File: config.mk
export PLATFORM = sky130hd
export DESIGN_NAME = issue_fust_flat
export DESIGN_NICKNAME = d
export VERILOG_FILES = /design/src/rtl/issue_fust_pkg.sv /design/src/rtl/issue_fust_if.sv /design/src/rtl/issue_fust_row.sv /design/src/rtl/issue_fust.sv /design/src/flat_wrapper.sv
export SDC_FILE = /design/constraint.sdc
export NUM_CORES = 1
export LEC_CHECK = 0
export ABC_AREA = 1
export CORE_ASPECT_RATIO = 0.8
export CORE_MARGIN = 2
export CORE_UTILIZATION = 45
export DETAILED_ROUTE_END_ITERATION = 7
export PLACE_DENSITY_LB_ADDON = 0.12
export SKIP_LAST_GASP = 1
export SLEW_MARGIN = 15
export SYNTH_ARGS = -nofsm -noshare
export SYNTH_HDL_FRONTEND = slang
export SYNTH_SLANG_ARGS = --single-unit
File: constraint.sdc
create_clock -name CLK -period 1.48 [get_ports CLK]
set_input_delay 0.222 -clock CLK [delete_from_list [all_inputs] [get_ports CLK]]
set_output_delay 0.222 -clock CLK [all_outputs]
set_load 0.02 [all_outputs]
File: src/rtl/issue_fust_pkg.sv
// Shared types and constants for the issue-side functional-unit status table.
// The optional perf counters in issue_fust are enabled by FUST_PERF_EN.
package issue_fust_pkg;

   localparam int unsigned NUM_FU = 4;
   localparam int unsigned OP_W   = 5;
   localparam int unsigned REG_W  = 5;
   localparam int unsigned TAG_W  = $clog2(NUM_FU + 1);

   // Tag 0 means the operand is available; tag k names FU k-1 as producer.
   localparam logic [TAG_W-1:0] TAG_READY = '0;

   typedef enum logic [1:0] {
      FREE   = 2'd0,
      WAIT   = 2'd1,
      READY  = 2'd2,
      ISSUED = 2'd3
   } fust_state_t;

   typedef struct packed {
      logic [OP_W-1:0]  op;
      logic [REG_W-1:0] rd;
      logic [REG_W-1:0] rs1;
      logic [REG_W-1:0] rs2;
      logic [TAG_W-1:0] t1;
      logic [TAG_W-1:0] t2;
   } fust_row_t;

   function automatic logic [TAG_W-1:0] tag_after_wb(
      input logic [TAG_W-1:0] tag,
      input logic             wb_valid,
      input logic [TAG_W-1:0] wb_tag
   );
      return (wb_valid && (tag == wb_tag)) ? TAG_READY : tag;
   endfunction

endpackage

File: src/rtl/issue_fust_if.sv
// Dispatch <-> FUST link: row writes flow to the table, registered status
// (busy and current producer tags) flows back for hazard checks.
interface issue_fust_if #(
   parameter int unsigned NUM_FU = 4,
   parameter int unsigned OP_W   = 5,
   parameter int unsigned REG_W  = 5,
   parameter int unsigned TAG_W  = $clog2(NUM_FU + 1),
   parameter int unsigned FU_W   = $clog2(NUM_FU)
);

   logic                    di_en;
   logic [FU_W-1:0]         di_fu;
   logic [OP_W-1:0]         di_op;
   logic [REG_W-1:0]        di_rd;
   logic [REG_W-1:0]        di_rs1;
   logic [REG_W-1:0]        di_rs2;
   logic [TAG_W-1:0]        di_t1;
   logic [TAG_W-1:0]        di_t2;

   logic [NUM_FU-1:0]       busy;
   logic [NUM_FU*TAG_W-1:0] row_t1;
   logic [NUM_FU*TAG_W-1:0] row_t2;

   modport master (
      output di_en, di_fu, di_op, di_rd, di_rs1, di_rs2, di_t1, di_t2,
      input  busy, row_t1, row_t2
   );

   modport slave (
      input  di_en, di_fu, di_op, di_rd, di_rs1, di_rs2, di_t1, di_t2,
      output busy, row_t1, row_t2
   );

endinterface

File: src/rtl/issue_fust_row.sv
// One FUST row: state register, writeback tag clearing and issue condition.
module fust_row
   import issue_fust_pkg::*;
#(
   parameter int unsigned ROW_ID = 0
) (
   input  logic             clk,
   input  logic             rst_n,
   input  logic             wr_en,
   input  fust_row_t        wr_row,
   input  logic             flush,
   input  logic             freeze,
   input  logic             wb_valid,
   input  logic [TAG_W-1:0] wb_tag,
   input  logic             fu_ready,
   output fust_state_t      state,
   output fust_row_t        row,
   output logic             issue
);

   localparam logic [TAG_W-1:0] MY_TAG = TAG_W'(ROW_ID + 1);

   fust_state_t      state_nx;
   fust_row_t        row_nx;
   logic [TAG_W-1:0] t1_clr;
   logic [TAG_W-1:0] t2_clr;

   always_comb begin
      issue    = (state == READY) && fu_ready && !freeze && !flush;
      state_nx = state;
      row_nx   = row;
      t1_clr   = tag_after_wb(row.t1, wb_valid, wb_tag);
      t2_clr   = tag_after_wb(row.t2, wb_valid, wb_tag);
      row_nx.t1 = t1_clr;
      row_nx.t2 = t2_clr;

      case (state)
         FREE: begin
            if (wr_en) begin
               // Incoming tags are bypassed against this cycle's writeback.
               row_nx    = wr_row;
               row_nx.t1 = tag_after_wb(wr_row.t1, wb_valid, wb_tag);
               row_nx.t2 = tag_after_wb(wr_row.t2, wb_valid, wb_tag);
               state_nx  = ((row_nx.t1 == TAG_READY) && (row_nx.t2 == TAG_READY))
                           ? READY : WAIT;
            end
         end
         WAIT: begin
            if (flush) begin
               state_nx  = FREE;
               row_nx.t1 = TAG_READY;
               row_nx.t2 = TAG_READY;
            end else if ((t1_clr == TAG_READY) && (t2_clr == TAG_READY)) begin
               state_nx = READY;
            end
         end
         READY: begin
            if (flush) begin
               state_nx = FREE;
            end else if (issue) begin
               state_nx = ISSUED;
            end
         end
         ISSUED: begin
            // Only the row's own completion frees it; flush leaves it in flight.
            if (wb_valid && (wb_tag == MY_TAG)) begin
               state_nx = FREE;
            end
         end
         default: state_nx = FREE;
      endcase
   end

   always_ff @(posedge clk or negedge rst_n) begin
      if (!rst_n) begin
         state <= FREE;
         row   <= '0;
      end else begin
         state <= state_nx;
         row   <= row_nx;
      end
   end

endmodule

File: src/rtl/issue_fust.sv
// Functional-unit status table: write decode, flush/freeze gating, wr_err and
// per-row instances. Define FUST_PERF_EN to add the issue/stall perf counters.
module issue_fust #(
   parameter int unsigned NUM_FU = issue_fust_pkg::NUM_FU,
   parameter int unsigned OP_W   = issue_fust_pkg::OP_W,
   parameter int unsigned REG_W  = issue_fust_pkg::REG_W,
   parameter int unsigned TAG_W  = $clog2(NUM_FU + 1)
) (
   input  logic                    CLK,
   input  logic                    nRST,
   issue_fust_if.slave             dsp,
   input  logic                    flush,
   input  logic                    freeze,
   input  logic                    wb_valid,
   input  logic [TAG_W-1:0]        wb_tag,
   input  logic [NUM_FU-1:0]       fu_ready,
   output logic [NUM_FU-1:0]       issue_valid,
   output logic [NUM_FU*OP_W-1:0]  issue_op,
   output logic [NUM_FU*REG_W-1:0] issue_rd,
   output logic [NUM_FU*REG_W-1:0] issue_rs1,
   output logic [NUM_FU*REG_W-1:0] issue_rs2,
`ifdef FUST_PERF_EN
   output logic [31:0]             perf_issue_cnt,
   output logic [31:0]             perf_stall_cnt,
`endif
   output logic                    wr_err
);

   import issue_fust_pkg::*;

   localparam int unsigned FU_W = $clog2(NUM_FU);

   logic              wr_ok;
   logic [NUM_FU-1:0] row_free;
   logic [NUM_FU-1:0] row_wr;
   fust_row_t         wr_row;
   fust_state_t       st  [NUM_FU];
   fust_row_t         row [NUM_FU];

   assign wr_ok = dsp.di_en && !freeze && !flush;

   always_comb begin
      wr_row     = '0;
      wr_row.op  = dsp.di_op;
      wr_row.rd  = dsp.di_rd;
      wr_row.rs1 = dsp.di_rs1;
      wr_row.rs2 = dsp.di_rs2;
      wr_row.t1  = dsp.di_t1;
      wr_row.t2  = dsp.di_t2;
   end

   for (genvar i = 0; i < NUM_FU; i++) begin : g_row
      assign row_wr[i] = wr_ok && (dsp.di_fu == FU_W'(i)) && row_free[i];

      fust_row #(
         .ROW_ID (i)
      ) u_row (
         .clk      (CLK),
         .rst_n    (nRST),
         .wr_en    (row_wr[i]),
         .wr_row   (wr_row),
         .flush    (flush),
         .freeze   (freeze),
         .wb_valid (wb_valid),
         .wb_tag   (wb_tag),
         .fu_ready (fu_ready[i]),
         .state    (st[i]),
         .row      (row[i]),
         .issue    (issue_valid[i])
      );

      assign row_free[i]                  = (st[i] == FREE);
      assign dsp.busy[i]                  = !row_free[i];
      assign dsp.row_t1[i*TAG_W +: TAG_W] = row[i].t1;
      assign dsp.row_t2[i*TAG_W +: TAG_W] = row[i].t2;

      assign issue_op [i*OP_W  +: OP_W ] = row_free[i] ? '0 : row[i].op;
      assign issue_rd [i*REG_W +: REG_W] = row_free[i] ? '0 : row[i].rd;
      assign issue_rs1[i*REG_W +: REG_W] = row_free[i] ? '0 : row[i].rs1;
      assign issue_rs2[i*REG_W +: REG_W] = row_free[i] ? '0 : row[i].rs2;
   end

   // A write aimed at an occupied row is dropped; remember it until reset.
   always_ff @(posedge CLK or negedge nRST) begin
      if (!nRST) begin
         wr_err <= 1'b0;
      end else if (wr_ok && !row_free[dsp.di_fu]) begin
         wr_err <= 1'b1;
      end
   end

`ifdef FUST_PERF_EN
   logic [NUM_FU-1:0] row_wait;
   logic [NUM_FU-1:0] row_ready;
   logic              stall_now;
   logic [32:0]       issue_sum;

   for (genvar i = 0; i < NUM_FU; i++) begin : g_perf
      assign row_wait[i]  = (st[i] == WAIT);
      assign row_ready[i] = (st[i] == READY);
   end

   assign stall_now = |(row_wait | (row_ready & ~fu_ready));
   assign issue_sum = {1'b0, perf_issue_cnt} + 33'($countones(issue_valid));

   always_ff @(posedge CLK or negedge nRST) begin
      if (!nRST) begin
         perf_issue_cnt <= '0;
         perf_stall_cnt <= '0;
      end else if (!freeze) begin
         perf_issue_cnt <= issue_sum[32] ? '1 : issue_sum[31:0];
         if (stall_now && (perf_stall_cnt != '1)) begin
            perf_stall_cnt <= perf_stall_cnt + 32'd1;
         end
      end
   end
`endif

endmodule

File: src/flat_wrapper.sv
// flat-port wrapper written by rule: the top's interface ports become plain ports
module issue_fust_flat import issue_fust_pkg::*;
#(
   parameter int unsigned NUM_FU = issue_fust_pkg::NUM_FU,
   parameter int unsigned OP_W   = issue_fust_pkg::OP_W,
   parameter int unsigned REG_W  = issue_fust_pkg::REG_W,
   parameter int unsigned TAG_W  = $clog2(NUM_FU + 1)
)
  (CLK, nRST, flush, freeze, wb_valid, wb_tag, fu_ready, issue_valid, issue_op, issue_rd, issue_rs1, issue_rs2, wr_err, dsp_di_en, dsp_di_fu, dsp_di_op, dsp_di_rd, dsp_di_rs1, dsp_di_rs2, dsp_di_t1, dsp_di_t2, dsp_busy, dsp_row_t1, dsp_row_t2);
  issue_fust_if #(.NUM_FU(NUM_FU), .OP_W(OP_W), .REG_W(REG_W), .TAG_W(TAG_W), .FU_W((2))) dsp_i ();
  input  logic CLK;
  input  logic nRST;
  input  logic flush;
  input  logic freeze;
  input  logic wb_valid;
  input  logic [TAG_W-1:0] wb_tag;
  input  logic [NUM_FU-1:0] fu_ready;
  output logic [NUM_FU-1:0] issue_valid;
  output logic [NUM_FU*OP_W-1:0] issue_op;
  output logic [NUM_FU*REG_W-1:0] issue_rd;
  output logic [NUM_FU*REG_W-1:0] issue_rs1;
  output logic [NUM_FU*REG_W-1:0] issue_rs2;
  output logic wr_err;
  input wire logic [$bits(dsp_i.di_en)-1:0] dsp_di_en;
  input wire logic [$bits(dsp_i.di_fu)-1:0] dsp_di_fu;
  input wire logic [$bits(dsp_i.di_op)-1:0] dsp_di_op;
  input wire logic [$bits(dsp_i.di_rd)-1:0] dsp_di_rd;
  input wire logic [$bits(dsp_i.di_rs1)-1:0] dsp_di_rs1;
  input wire logic [$bits(dsp_i.di_rs2)-1:0] dsp_di_rs2;
  input wire logic [$bits(dsp_i.di_t1)-1:0] dsp_di_t1;
  input wire logic [$bits(dsp_i.di_t2)-1:0] dsp_di_t2;
  output wire logic [$bits(dsp_i.busy)-1:0] dsp_busy;
  output wire logic [$bits(dsp_i.row_t1)-1:0] dsp_row_t1;
  output wire logic [$bits(dsp_i.row_t2)-1:0] dsp_row_t2;
  assign dsp_i.di_en = dsp_di_en;
  assign dsp_i.di_fu = dsp_di_fu;
  assign dsp_i.di_op = dsp_di_op;
  assign dsp_i.di_rd = dsp_di_rd;
  assign dsp_i.di_rs1 = dsp_di_rs1;
  assign dsp_i.di_rs2 = dsp_di_rs2;
  assign dsp_i.di_t1 = dsp_di_t1;
  assign dsp_i.di_t2 = dsp_di_t2;
  assign dsp_busy = dsp_i.busy;
  assign dsp_row_t1 = dsp_i.row_t1;
  assign dsp_row_t2 = dsp_i.row_t2;
  issue_fust #(.NUM_FU(NUM_FU), .OP_W(OP_W), .REG_W(REG_W), .TAG_W(TAG_W)) u_core (.CLK(CLK), .nRST(nRST), .dsp(dsp_i), .flush(flush), .freeze(freeze), .wb_valid(wb_valid), .wb_tag(wb_tag), .fu_ready(fu_ready), .issue_valid(issue_valid), .issue_op(issue_op), .issue_rd(issue_rd), .issue_rs1(issue_rs1), .issue_rs2(issue_rs2), .wr_err(wr_err));
endmodule
# Yosys cells after proc, flatten, opt, wreduce, memory -nomap -nowiden
# Index checks and enable logic that the tools add are counted.
# classes
magnitude_cmp,1
n_eq_ne,45
mux,69
n_reduce_logical,72
# ops
cell,count
5-bit two-way mux,16
2-bit two-way mux,25
6-bit two-way mux,8
6-bit case mux with 2 select lines,4
1-bit logical AND,42
2-bit case mux with 4 select lines,4
3-bit == test,10
3-bit logical NOT,10
3-bit two-way mux,10
3-bit != test (second input constant),8
2-bit == test (second input constant),10
2-bit != test (second input constant),8
4-bit AND reduction,4
2-bit by 1-bit == test with 1-bit output (second input constant),5
2-bit logical NOT,5
2-bit AND reduction,4
1-bit logical NOT,7
3-bit by 2-bit == test with 1-bit output (second input constant),2
3-bit by 1-bit == test with 1-bit output (second input constant),1
3-bit == test (second input constant),1
2-bit by 3-bit less-than comparator with 1-bit output (second input constant),1
1-bit binary-select mux with 2-bit select,1
1-bit two-way mux,1
# word_totals
ff_bits,113
in_bits,41
out_inout_bits,113
wordCells,216

# Depth between registers and ports, before layout
# logic_depth
depth_word,8
depth_mapped,12
ltp_nobuf,11

# Modules after synthesis
# A second synthesis with hierarchy kept.
# unflattened
cells_unflattened,1038
area_unflattened_um2,6658.9
# by_module_without_submodules
module,n_inst,cells_each,area_per_inst_um2,seq_area_each_um2
fust_row (u_core.g_row[2].u_row),1,211,1465.2,700.7
fust_row (u_core.g_row[0].u_row),1,210,1460.2,700.7
fust_row (u_core.g_row[1].u_row),1,208,1457.6,700.7
fust_row (u_core.g_row[3].u_row),1,208,1452.6,700.7
issue_fust,1,201,823.3,25.0

# Worst setup path after synthesis
# OpenSTA, ideal clock, no wires.
# synth_path
path_type,register to register
from,reg u_core.g_row[2].u_row.state[1]
to,reg u_core.g_row[2].u_row.row[10] (netlist name)
setup_ns,0.124
t_arrival_ns,1.373
required_time_ns,1.356
slack_ns,-0.016
stages_incl_launch_ff,8
path_buffers,1
synth_period_minus_slack_ns,1.496
cell_sequence,dfrtp_1 -> nor2_4 -> inv_2 -> nor3_1 -> nand2_1 -> buf_2 -> nor2_1 -> a21oi_1
# synth_via
elab_chain_cells,3
# synth_rtl
element,line_no,text
start: declaration,issue_fust_row.sv:16,"output fust_state_t state,"
start signal: assignment,issue_fust_row.sv:79,state <= state_nx;
2-bit logical NOT (*),"issue_fust_row.sv:37, issue_fust.sv:72",
1-bit logical AND,issue_fust.sv:53,assign row_wr[i] = wr_ok && (dsp.di_fu == FU_W'(i)) && row_free[i];
2-bit AND reduction (no source line) (*),n/a,
# Mark *: on every way between the ends. The rest lies on a longest branch, timed or not.
# A chain may end at the register's enable or synchronous reset.

# Worst setup path after layout
# layout_path
from,reg u_core.g_row[3].u_row.state[1]
to,reg u_core.g_row[3].u_row.row[24] (netlist name)
# layout_via
elab_chain_cells,3
# layout_rtl
element,line_no
start: declaration,issue_fust_row.sv:16
start signal: assignment,issue_fust_row.sv:79
2-bit logical NOT (*),"issue_fust_row.sv:37, issue_fust.sv:72"
1-bit logical AND,issue_fust.sv:53
2-bit AND reduction (no source line) (*),n/a
# Marks and branches as above.

==> results by group <==
Critical path
  – Worst r2r src: u_core.g_row[3].u_row.state[1]$_DFFE_PN0P_
  – CP arrival: about 2.3 ns
  – Worst-path fanout max: 6
  – Worst setup EP type: flop
  – Crit-path slowest cell: dfrtp_1
  – Crit path launch type: flop
  – CP Class: flop to flop
  – Worst path max stage delay: about 0.43 ns
  – Critical Path, Cell by Cell: nor2_4 -> buf_6 -> buf_12 -> clkinv_8 -> nor2_4 -> buf_6 -> buf_12 -> buf_16 -> nand2_2 -> o21ai_1
  – CP Data Required Time: 1.78 ns
  – R2R Setup Slk: -0.47 ns
  – Worst R2R Path Depth: 10
  – FF-to-FF End: u_core.g_row[3].u_row.row[24]$_DFFE_PN0P_

Yosys
  – Register area share after synthesis: 0.454
  – Top-area cell type share of the netlist area: 0.454
  – Cell variety after synth: 27
  – YS warnings: 0
  – Top cells by area, synth: dfrtp_1 45%, nand2_1 14%, inv_1 9.1%, nor2_1 8.6%, o21ai_0 5.1%
  – Post-Synthesis Cells: just under 900
  – Register bit total from synthesis: around 110
  – Syn Area/Cell: about 7 um2
  – Net count after synthesis: ~930
  – Mapped Area: just over 6000 um2
  – Post-synth top area cell: dfrtp_1

Power and ir drop
  – Clock power frac: 0.188
  – Power per cell area: about 2200 nW/um2
  – Switch share: 0.442
  – Logic pwr share: 0.617
  – Leakage: roughly 5.8 nW
  – Power Total: around 26 mW
  – P_int: 14.3 mW
  – NetSw: approximately 11 mW
  – Sequential Power Share: 0.194
  – Worst vdd ir: approximately 0.0019 V

Placement
  – GP Congestion: between 0.8 and 0.9
  – Dpl ws: -0.725 ns
  – I/O Buffers: about 150
  – Final HPWL DP: 13.3 mm

Drt
  – Initial DRC Count: 1,293
  – Vias/cell: between 6 and 7
  – Drt first pass iters: 6
  – Vias: approximately 8,200
  – Avg WL per Cell: 24.4 um
  – Wirelength, routed: ~33 mm
  – DRT antenna net count: 0
  – DR DRC count: 0

Die
  – Die Y: 109 um
  – Die area: between 10,000 and 15,000 um2
  – Num ports: about 150
  – Core Box Area: roughly 14,000 um2
  – Initial Utilization: 0.460
  – Die width: 136 um
  – Row cnt: 38

Final layout
  – Layout area overhead: 84.2%
  – Most frequent cells in the layout: 212 x nand2_1, 139 x inv_1, 106 x dfrtp_1
  – Diode count: 0
  – Layout cell share with drive strength beyond 1: 0.408
  – Commonest non-fill, non-tap cell in the layout: nand2_1
  – Nets@finish: around 1,200

Clock tree
  – CTS tree: built
  – Clock buffer depth: 2
  – Htree depth: 4
  – Clk slew on worst S/H paths: around 0.060 ns
  – Root buf cell: clkbuf_16
  – CTS sink cnt: 113
  – Worst skew pair latency: approximately 0.42 ns
  – TritonCTS buffer count: 17

STA
  – Sum of negative setup slack: -54.44 ns
  – Max_slew headroom: 0.704
  – Final slew viol count: 0
  – Final Skew: 0.00718 ns
  – RSZ-0062 raised after global routing: yes
  – Fin crit share: 1.32
  – Worst setup margin: -0.468 ns
  – Tmin final: 1.95 ns
  – Worst-Margin Slew: between 0.4 and 0.5 ns
  – Setup-failing EPs final: approximately 200
  – Final Hold Viols: 0
  – F_max: slightly above 500 MHz

Status
  – Status: finished, violations left
  – Failing checks: setup timing

Hold path
  – Min-delay worst type: primary input to asynchronous set/reset pin

GRT
  – All-Layer GR Usage: 0.330
  – GR Overflow Total: 0
  – Largest net degree at the start of global routing: between 50 and 60
  – Initial antenna violation count: 0
  – First-pass GRT wire length: about 37 mm
  – Vias in the first global route: 6,708

Job
  – Total of max-cap violations: 0
==> Yosys cell counts <==
master	number
nor3b_4	1
nor2_4	1
buf_6	2
o31ai_2	1
nand2_2	1
nor3_1	12
o22ai_1	18
clkbuf_1	10
inv_1	151
inv_2	5
nand2_1	239
nor2_2	7
a32oi_1	2
nand3_2	1
a31oi_1	4
a21oi_2	2
a21oi_1	26
o21ai_1	2
nand4_1	1
nand3_1	26
o31ai_1	9
o21ai_0	64
buf_4	30
o311ai_0	1
buf_2	19
nor2_1	142
dfrtp_1	113
==> power groups by stage <==
| stage | combinational [mW] | sequential [mW] | clock (mW) |
|---|---|---|---|
| detailed placement | 10.2 | 4.79 | 0 |
| global placement | 10.1 | 4.74 | 0 |
| floorplan | 5.29 | 4.69 | 0 |
| CTS | 11.1 | 4.78 | 4.68 |
| global route | 16.3 | 5.03 | 4.92 |
| finish | 15.8 | 4.98 | 4.81 |
==> through the flow <==
stage	hold slack (ns)	std cells	utilization	instance area (um2)
after floorplan	-0.0736	890	-	6240
after CTS	0.188	1341	0.755	10200
after global routing	0.195	1364	0.847	11500
after detailed placement	0.0813	1251	0.620	8400
after global placement	0.0822	1251	0.620	8400
final	0.174	1364	0.847	11500
==> state kept, by name (all words and copies together) (netlist names) <==
name and cells:
u_core.wr_err 1, u_core.g_row.u_row.state 8, u_core.g_row.u_row.row 104
==> repair_timing <==
action	CTS	global route
hold buffers	1	0
buffers inserted	41	31
gates resized for setup	473	389
pin swaps	16	36
setup endpoints to repair	226	202
endpoints found under the hold margin	113	0
gates cloned	19	10
==> final cells by class <==
class / count / area [um2]
Timing Repair Buffer: 323 / 3670
Fill cell: 668 / 2070
Sequential cell: 113 / 2840
Multi-Input combinational cell: 560 / 3470
Clock inverter: 11 / 208
Inverter: 156 / 616
Clock buffer: 21 / 460
Tap cell: 180 / 225
==> kinds of logic (layout without fill, tap and decap cells) <==
kind of cell	after synthesis	count (layout)	synth area share
and+or+nand+nor	431	431	0.275
buffers and inverters	217	511	0.155
AOI/OAI and AO/OA	129	129	0.116
DFF	113	113	0.454
==> routing by layer <==
layer,global-route usage,share of wire
met2,0.512,0.44
met4,0.131,0.075
met3,0.0772,0.13
met1,0.450,0.35
met5,0,0.0015
==> worst max-delay path, delay by kind of cell, from the launching register on <==
kind | cells | cell delay [ns]
buffers and inverters | 6 | 0.76
AOI/OAI and AO/OA | 1 | 0.19
DFF | 1 | 0.43
and+or+nand+nor | 3 | 0.44
==> worst max-delay path by stage <==
stage | from | depth (start not counted) | to | slack, ns
floorplan | u_core.g_row[0].u_row.state[0]$_DFFE_PN0P_ | 5 | u_core.g_row[0].u_row.row[10]$_DFFE_PN0P_ | -0.008
global placement | flush | 5 | issue_valid[0] | -0.67
detailed placement | flush | 7 | u_core.g_row[1].u_row.row[0]$_DFF_PN0_ | -0.73
CTS | u_core.g_row[1].u_row.state[0]$_DFFE_PN0P_ | 4 | issue_rs1[9] | -0.32
global route | u_core.g_row[3].u_row.state[1]$_DFFE_PN0P_ | 10 | u_core.g_row[3].u_row.row[24]$_DFFE_PN0P_ | -0.50
finish | u_core.g_row[3].u_row.state[1]$_DFFE_PN0P_ | 10 | u_core.g_row[3].u_row.row[24]$_DFFE_PN0P_ | -0.47
Note: power is estimated with default switching activity, not from simulation.
